===== config.mk =====
export PLATFORM = sky130hd
export DESIGN_NAME = dsp_z_signature
export DESIGN_NICKNAME = d
export VERILOG_FILES = /design/src/rtl/dsp_hwtest_pkg.sv /design/src/rtl/dsp_strobe_delay.sv /design/src/rtl/dsp_z_signature.sv
export SDC_FILE = /design/constraint.sdc
export NUM_CORES = 1
export LEC_CHECK = 0
export CAP_MARGIN = 5
export CORE_MARGIN = 2
export CORE_UTILIZATION = 44
export DETAILED_ROUTE_END_ITERATION = 7
export GPL_TIMING_DRIVEN = 1
export PLACE_DENSITY_LB_ADDON = 0.08
export REMOVE_ABC_BUFFERS = 1
export SLEW_MARGIN = 0
export SYNTH_ARGS = -nofsm -noshare
export SYNTH_HDL_FRONTEND = slang
export SYNTH_SLANG_ARGS = --single-unit

===== constraint.sdc =====
create_clock -name clk -period 2.51 [get_ports clk]
set_input_delay 0.251 -clock clk [delete_from_list [all_inputs] [get_ports clk]]
set_output_delay 0.251 -clock clk [all_outputs]
set_load 0.03 [all_outputs]

===== src/rtl/dsp_hwtest_pkg.sv =====
// ============================================================================
// Module   : dsp_hwtest_pkg
// Brief    : Shared types, widths, seed and MISR taps for DSP hardware test.
// Revision : 1.0 - initial release
// ============================================================================
`default_nettype none

package dsp_hwtest_pkg;

  localparam int MISR_W = 64;
  localparam int Z_W    = 54;

  localparam logic [MISR_W-1:0] MISR_SEED = {MISR_W{1'b1}};

  localparam int TAP_A = 63;
  localparam int TAP_B = 62;
  localparam int TAP_C = 60;
  localparam int TAP_D = 59;

  typedef enum logic [1:0] {
    ST_IDLE = 2'd0,
    ST_RUN  = 2'd1,
    ST_DONE = 2'd2
  } state_e;

  // One MISR step: shift in the tap parity, then fold the raw Z bits in low.
  function automatic logic [MISR_W-1:0] misr_step(input logic [MISR_W-1:0] s,
                                                  input logic [Z_W-1:0]    zin);
    logic fb;
    fb = s[TAP_A] ^ s[TAP_B] ^ s[TAP_C] ^ s[TAP_D];
    return {s[MISR_W-2:0], fb} ^ {{(MISR_W-Z_W){1'b0}}, zin};
  endfunction

endpackage

`default_nettype wire


===== src/rtl/dsp_strobe_delay.sv =====
// ============================================================================
// Module   : dsp_strobe_delay
// Brief    : LAT-stage strobe delay line aligning strobe with valid DSP Z.
// Revision : 1.0 - initial release
// ============================================================================
`default_nettype none

module dsp_strobe_delay #(
  parameter int LAT = 1
) (
  input  logic clk,
  input  logic rst_n,
  input  logic strobe_i,
  output logic strobe_o
);

  generate
    if (LAT == 0) begin : g_bypass
      assign strobe_o = strobe_i;
    end else begin : g_pipe
      logic [LAT-1:0] sr_q;
      logic [LAT-1:0] sr_d;

      if (LAT == 1) begin : g_single
        assign sr_d = strobe_i;
      end else begin : g_multi
        assign sr_d = {sr_q[LAT-2:0], strobe_i};
      end

      always_ff @(posedge clk or negedge rst_n) begin
        if (!rst_n) begin
          sr_q <= '0;
        end else begin
          sr_q <= sr_d;
        end
      end

      assign strobe_o = sr_q[LAT-1];
    end
  endgenerate

endmodule

`default_nettype wire


===== src/rtl/dsp_z_signature.sv =====
// ============================================================================
// Module   : dsp_z_signature
// Brief    : Folds NSAMP strobe-aligned DSP Z results into a 64-bit MISR.
// Config   : define DSP_ZSIG_LAST_EN to add the last_z capture port.
// Revision : 1.0 - initial release
// ============================================================================
`default_nettype none

module dsp_z_signature
  import dsp_hwtest_pkg::*;
#(
  parameter int NSAMP = 1024,
  parameter int LAT   = 1
) (
  input  logic              clk,
  input  logic              rst_n,
  input  logic              start,
  input  logic              strobe,
  input  logic [Z_W-1:0]    z,
  output logic [MISR_W-1:0] sig,
  output logic [15:0]       sample_cnt,
  output logic              busy,
  output logic              done
`ifdef DSP_ZSIG_LAST_EN
  ,
  output logic [Z_W-1:0]    last_z
`endif
);

  localparam logic [15:0] c_LAST_CNT = 16'(NSAMP);

  state_e              state_q, state_d;
  logic [MISR_W-1:0]   sig_q, sig_d;
  logic [15:0]         cnt_q, cnt_d;
  logic                busy_q, done_q;
  logic                w_sample_en;

  dsp_strobe_delay #(
    .LAT (LAT)
  ) u_delay (
    .clk      (clk),
    .rst_n    (rst_n),
    .strobe_i (strobe),
    .strobe_o (w_sample_en)
  );

  // Samples are only folded in RUN; a start in IDLE/DONE wins over a sample.
  always_comb begin
    state_d = state_q;
    sig_d   = sig_q;
    cnt_d   = cnt_q;
    case (state_q)
      ST_RUN: begin
        if (w_sample_en) begin
          sig_d = misr_step(sig_q, z);
          cnt_d = cnt_q + 16'd1;
          if ((cnt_q + 16'd1) == c_LAST_CNT) begin
            state_d = ST_DONE;
          end
        end
      end
      default: begin
        if (start) begin
          state_d = ST_RUN;
          sig_d   = MISR_SEED;
          cnt_d   = '0;
        end
      end
    endcase
  end

  always_ff @(posedge clk or negedge rst_n) begin
    if (!rst_n) begin
      state_q <= ST_IDLE;
      sig_q   <= '0;
      cnt_q   <= '0;
      busy_q  <= 1'b0;
      done_q  <= 1'b0;
    end else begin
      state_q <= state_d;
      sig_q   <= sig_d;
      cnt_q   <= cnt_d;
      busy_q  <= (state_d == ST_RUN);
      done_q  <= (state_d == ST_DONE);
    end
  end

  assign sig        = sig_q;
  assign sample_cnt = cnt_q;
  assign busy       = busy_q;
  assign done       = done_q;

`ifdef DSP_ZSIG_LAST_EN
  logic [Z_W-1:0] last_z_q;

  always_ff @(posedge clk or negedge rst_n) begin
    if (!rst_n) begin
      last_z_q <= '0;
    end else if ((state_q == ST_RUN) && w_sample_en) begin
      last_z_q <= z;
    end
  end

  assign last_z = last_z_q;
`endif

endmodule

`default_nettype wire

==> reports/metrics.yaml, run 1 <==
critPathRequiredTime_ns: 2.74
grt_pass1_vias: 3156
start_kind: "register"
yosys.area_share.adder_pct: 0.313
critPathKind: "reg2reg"
cts.clk_slew.worst_paths_ns: 0.09
ir_drop_mv: 0.533
fin_crit_ns: 2.08
synth-compound-area-share_pct: 13.9
synth_seq_cells: 85
holdWs_ns: 0.361
cts_setup_buffers: 0
worst-path-max-fanout: 6
coreArea_um2: 8760
ys_seq_area_share_pct: 53.3
cp_data_arrival_time_ns: 2.32
drive_gt1_share_pct: 5.84
hold_viol_final: 0
clockPowerShare_pct: 20.3
clk_path_buf_depth: 2
drtIter0Drc: 132
finalSetupViolations: 0
vias: 3392
h-tree-depth: 3
viasPerCell: 5.17
pwr-share-seq_pct: 40.0
worst_pin_slew_ns: 1.07
wl_per_cell_um: 14.7
synth_cell_type_count: 39
hp-class: "in2reg"
dpl.hpwl_um: 6780
dr.pass1.iters: 4
synthSimpleGateAreaFrac_pct: 15.3
ant_nets: 0
die_h_um: 99.3
avgSynthCellArea_um2: 9.71
power.switching_mw: 1.90
cts_tree: "built"
maxSlewHeadroom_pct: 28.4
p_leak_nw: 2.26
dieArea_um2: 9850
yosysWarnings: 0
syn2layout_area_growth_pct: 43.1
max_freq_mhz: 480
dp.cells: 639
synth_area_um2: 3990
synth_top_family_by_area: "simple AND/OR/NAND/NOR gates"
fin_crit_sh_pct: 83.0
io_pins: 140
grt_max_degree: 45
die_w_um: 99.3
status: "finished clean"
grt_pass1_wl_um: 15500
antenna_found_initial: 0
track_usage_pct: 19.5
cts-buffers-inserted: 9
slew_violations: 0
cap_violations: 0
fin_cells: 656
clock_tree.root_cell: "clkbuf_8"
routed_wirelength_um: 9660
cp-end-kind: "register"
initial_core_util_pct: 45.6
clock-skew-final_ns: 0.0119
swShare_pct: 38.4
intPower_mw: 3.05
route.detailed.drc: 0
cts_resized: 0
synthMuxAreaShare_pct: 0
grt.overflow.total: 0
clock_latency_ns: 0.35
nNetsFinal: 602
synth_xor_area_share_pct: 14.3
comb_power_share_pct: 39.7
row_count: 34
antenna_cells: 0
port_buffers: 139
cts_sinks: 85
rsz0062_at_grt: "false"
netlist_instances: 411
globalplace.congestion: 0.782
powerDensity_nw_per_um2: 866
what timing repair did:
action,in CTS,in global routing
hold buffers,1,0
setup endpoints to repair,0,0
endpoints found under the hold margin,41,0
cells in the final DEF, fill, tap and decap left out, types with 2 or more instances in the layout:
master           count
and3_1               2
a211oi_1             2
and4_4               2
buf_4                4
a21oi_1             61
inv_1                4
nand3_1             16
nor2_1              66
o22a_1               2
nor3_1               5
inv_6                5
clkbuf_8             9
nand2_1             29
dfrtp_1             85
xnor2_1             61
clkdlybuf4s50_1    138
nand4_1              4
xor2_1               4
o31ai_1              3
o21ai_0             19
a21o_1               2
buf_12               3
Yosys cell counts:
| cell type | instances | area [µm²] |
|---|---|---|
| a211oi_1 | 2 | 15.0 |
| a21o_1 | 2 | 15.0 |
| a21oi_1 | 61 | 305 |
| a22o_1 | 1 | 8.76 |
| a31oi_1 | 1 | 6.26 |
| a31oi_4 | 1 | 21.3 |
| a41o_2 | 1 | 11.3 |
| and2_1 | 1 | 6.26 |
| and3_1 | 2 | 12.5 |
| and3b_1 | 1 | 8.76 |
| and4_1 | 1 | 8.76 |
| and4_4 | 2 | 22.5 |
| buf_1 | 3 | 11.3 |
| buf_2 | 5 | 25.0 |
| buf_4 | 1 | 7.51 |
| clkbuf_1 | 16 | 60.1 |
| dfrtp_1 | 85 | 2130 |
| ha_1 | 1 | 12.5 |
| inv_1 | 4 | 15.0 |
| nand2_1 | 30 | 113 |
| nand2b_1 | 1 | 6.26 |
| nand3_1 | 16 | 80.1 |
| nand3b_1 | 1 | 7.51 |
| nand4_1 | 4 | 25.0 |
| nand4_2 | 1 | 12.5 |
| nor2_1 | 66 | 248 |
| nor3_1 | 5 | 25.0 |
| nor4_1 | 1 | 6.26 |
| nor4_4 | 1 | 21.3 |
| o211ai_2 | 1 | 12.5 |
| o21ai_0 | 19 | 95.1 |
| o22a_1 | 2 | 17.5 |
| o22ai_1 | 1 | 6.26 |
| o31a_1 | 1 | 8.76 |
| o31ai_1 | 3 | 22.5 |
| o41ai_1 | 1 | 8.76 |
| or4_1 | 1 | 7.51 |
| xnor2_1 | 61 | 534 |
| xor2_1 | 4 | 35.0 |
sequential cells by signal (all words and copies together), names as in the netlist:
| name | flops |
|---|---|
| busy | 1 |
| sample_cnt | 16 |
| done | 1 |
| u_delay.strobe_o | 1 |
| state_q | 2 |
| sig | 64 |
kinds of logic (layout without fill, tap and decap cells):
family / count (synthesis) / in the layout
AO/OA/AOI/OAI: 97 / 97
XOR/XNOR: 65 / 65
adder cells (fa/ha/maj): 1 / 1
buffers and inverters: 29 / 166
flip-flops: 85 / 85
AND/OR/NAND/NOR: 134 / 134
metal layers:
metal	share of wire (%)	GRT usage (%)
met5	0	0
met4	0.95	5.69
met3	5.6	4.01
met2	47	31.0
met1	47	27.1
final cells by class:
class / instances / area, µm²
clock buffer: 9 / 124
clock inverter: 7 / 78.8
fill: 748 / 3050
inverter: 4 / 15.0
multi-input combinational: 297 / 1750
sequential: 85 / 2130
tap: 108 / 135
timing repair buffer: 146 / 1480
critical path: stages (launching register included):
cell and delay (ns):
dfrtp_1 0.43, ha_1 0.30, nand4_1 0.16, or4_1 0.54, xor2_1 0.15, nand2_1 0.10, nor4_4 0.22, a21oi_1 0.07
power by group through the flow:
stage               logic (mW)  registers, mW  clock network, mW
finish                    1.96           1.98               1.00
global route              2.09           2.04               1.08
CTS                       1.98           1.98               1.03
detailed placement        1.97           2.01                  0
global placement          1.96           1.99                  0
floorplan                0.535           2.55                  0
worst paths after layout:
check,startpoint,slack (ns),cells past startpoint,to
setup / recovery,sample_cnt[0],0.43,7,busy
max in group asynchronous,rst_n,1.47,3,sample_cnt[13]
hold / removal,strobe,0.36,1,u_delay.strobe_o
min in group asynchronous,rst_n,0.41,2,sample_cnt[8]
hold reg to reg,sig[58],0.52,1,sig[58]
setup reg to reg,sample_cnt[0],0.43,7,busy
metrics by stage:
step | setup TNS [ns] | area, µm² | setup slack [ns] | total power [mW] | utilization, %
2_1_floorplan | -2.93 | 3890 | -0.300 | 3.09 | -
3_3_place_gp | 0 | 5500 | 0.501 | 3.95 | 62.7
3_5_place_dp | 0 | 5500 | 0.429 | 3.98 | 62.7
4_1_cts | 0 | 5710 | 0.423 | 5.00 | 65.2
5_1_grt | 0 | 5710 | 0.179 | 5.21 | 65.2
6_report | 0 | 5710 | 0.426 | 4.95 | 65.2
Power figures use the tool's default switching activity.
==> run 2: changes to the inputs <==
- CORE_UTILIZATION: 44 -> 41
- clock period: 2.51 -> 1.68 ns (I/O delays scaled with it)
==> reports/metrics.yaml, run 2 (synthesis gave the netlist of run 1 again) <==
drtIter0Drc: 94  # -29%
vias: 3493  # +3.0%
cts_tree: "built"
io_pins: 140  # unchanged
setup-tns-final_ns: -0.845  # -0.845 ns
place_area_um2: 5780  # +5.1%
cts_setup_buffers: 0  # unchanged
max_freq_mhz: 525  # +9.4%
grt_max_degree: 52  # +16%
ant_nets: 0  # unchanged
rsz0062_at_grt: "true"
coreArea_um2: 9590  # +9.5%
grt_pass1_vias: 3319  # +5.2%
critPathKind: "reg2reg"
dpl.hpwl_um: 6860  # +1.2%
nNetsFinal: 637  # +5.8%
wl_per_cell_um: 14.0  # -5.1%
initial_core_util_pct: 41.6  # -3.9 points
critPathRequiredTime_ns: 1.91  # -0.83 ns
clock_tree.root_cell: "clkbuf_8"
setup_ws_ns: -0.226  # -0.652 ns
port_buffers: 139  # unchanged
ir_drop_mv: 0.589  # +11%
worst_pin_slew_ns: 0.663  # -0.411 ns
row_count: 36  # +5.9%
cp_data_arrival_time_ns: 2.14  # -0.18 ns
failed_checks: "setup timing"
grt_pass1_wl_um: 15900  # +2.6%
cts.clk_slew.worst_paths_ns: 0.09  # about the same
final_cell_mix: "clkdlybuf4s50_1, dfrtp_1, nor2_1, xnor2_1, a21oi_1"
slew_violations: 0  # unchanged
clock-skew-final_ns: 0.0133  # +0.00142 ns
syn2layout_area_growth_pct: 51.4
finish.instance_area_um2: 6040  # +5.8%
layout.area.seq_um2: 2130  # about the same
finalSetupViolations: 4  # +4
clk_path_buf_depth: 2  # unchanged
multi_input_area_um2: 1790  # +2.1%
fin_crit_ns: 1.91  # -0.178 ns
drive_gt1_share_pct: 12.9  # +7.0 points
dr.pass1.iters: 4  # unchanged
cts-buffers-inserted: 9  # unchanged
maxSlewHeadroom_pct: 55.8  # +27 points
viasPerCell: 4.88  # -5.7%
routed_wirelength_um: 10000  # +3.6%
cp-end-kind: "register"
p_leak_nw: 2.60  # +15%
antenna_cells: 0  # unchanged
powerDensity_nw_per_um2: 1240  # +43%
antenna_found_initial: 0  # unchanged
dieArea_um2: 10500  # +7.0%
fin_crit_sh_pct: 113  # +30 points
globalplace.congestion: 0.807  # +3.2%
cap_violations: 0  # unchanged
clock_latency_ns: 0.36  # about the same
grt.overflow.total: 0  # unchanged
fin_cells: 716  # +9.1%
worst-path-max-fanout: 4  # -2
start_kind: "register"
fillerInstances: 846  # +13%
cts_sinks: 85  # unchanged
pre_cts_ws_ns: -0.249  # -0.677 ns
hold_viol_final: 0  # unchanged
die_h_um: 103  # +3.5%
route.detailed.drc: 0  # unchanged
hp-class: "in2reg"
largest_reg_flops: 64  # unchanged
dp.cells: 699  # +9.4%
die_w_um: 103  # +3.5%
h-tree-depth: 3  # unchanged
status: "complete, but fails checks"
layout_commonest_cell: "clkdlybuf4s50_1"
track_usage_pct: 19.3  # -0.17 points
run 2: cell count changes in the layout (fill, tap and decap cells not counted), moves of 2 or more:
cell             previous run  this run
dlymetal6s2s_1              0        12
clkdlybuf4s50_1           138       110
buf_4                       4        40
dlygate4sd2_1               0        16
inv_6                       5         3
run 2: final timing paths:
kind,startpoint,cells after the start,slack [ns],end
worst max-delay path,sample_cnt[0],7,-0.23,state_q[0]
worst min-delay path,strobe,1,0.25,u_delay.strobe_o
worst max register to register,sample_cnt[0],7,-0.23,state_q[0]
worst min register to register,sig[58],1,0.52,sig[58]
max in group asynchronous,rst_n,3,0.74,sample_cnt[4]
min in group asynchronous,rst_n,2,0.33,sig[37]
run 2: critical path, cell delays in order, from the launching register on:
cell and delay, ns:
dfrtp_1 0.36, ha_2 0.20, nand4_1 0.15, or4_4 0.53
xor2_1 0.14, nand2_1 0.10, nor4_4 0.23, nor2_1 0.08
run 2: report_power, final:
| group | total, mW | switching (mW) | internal [mW] |
|---|---|---|---|
| Clock | 1.53 | 0.819 | 0.712 |
| Combinational | 3.04 | 1.64 | 1.40 |
| Sequential | 2.90 | 0.421 | 2.48 |
| Total | 7.48 | 2.88 | 4.59 |
run 2: what timing repair did:
item,CTS,global route
hold buffers,1,0
gates resized for setup,20,19
pin swaps,0,1
endpoints found under the hold margin,26,0
setup endpoints to repair,34,31
run 2: cell type report:
class | instances | share of cell area (%)
clock inverter | 7 | 1.33
sequential | 85 | 35.2
multi-input combinational | 297 | 29.6
inverter | 4 | 0.248
clock buffer | 9 | 2.05
timing repair buffer | 181 | 28.8
tap | 133 | 2.75
run 2: metal layers:
metal | track usage [%] | vias to the layer above | share of wire (%)
met2 | 29.9 | 113 | 46
met5 | 0 | - | 0
met1 | 25.7 | 1652 | 45
met3 | 6.44 | 10 | 8.2
met4 | 5.95 | 0 | 1.1
li1 | - | 1718 | -
run 2: stage by stage:
| step | power (mW) | utilization, % | hold WS, ns |
|---|---|---|---|
| floorplan | 4.61 | - | -0.128 |
| detailed placement | 6.04 | 60.3 | 0.124 |
| finish | 7.48 | 63.0 | 0.251 |
| CTS | 7.56 | 62.4 | 0.237 |
| global route | 7.91 | 63.0 | 0.247 |
| global placement | 6.01 | 60.3 | 0.122 |
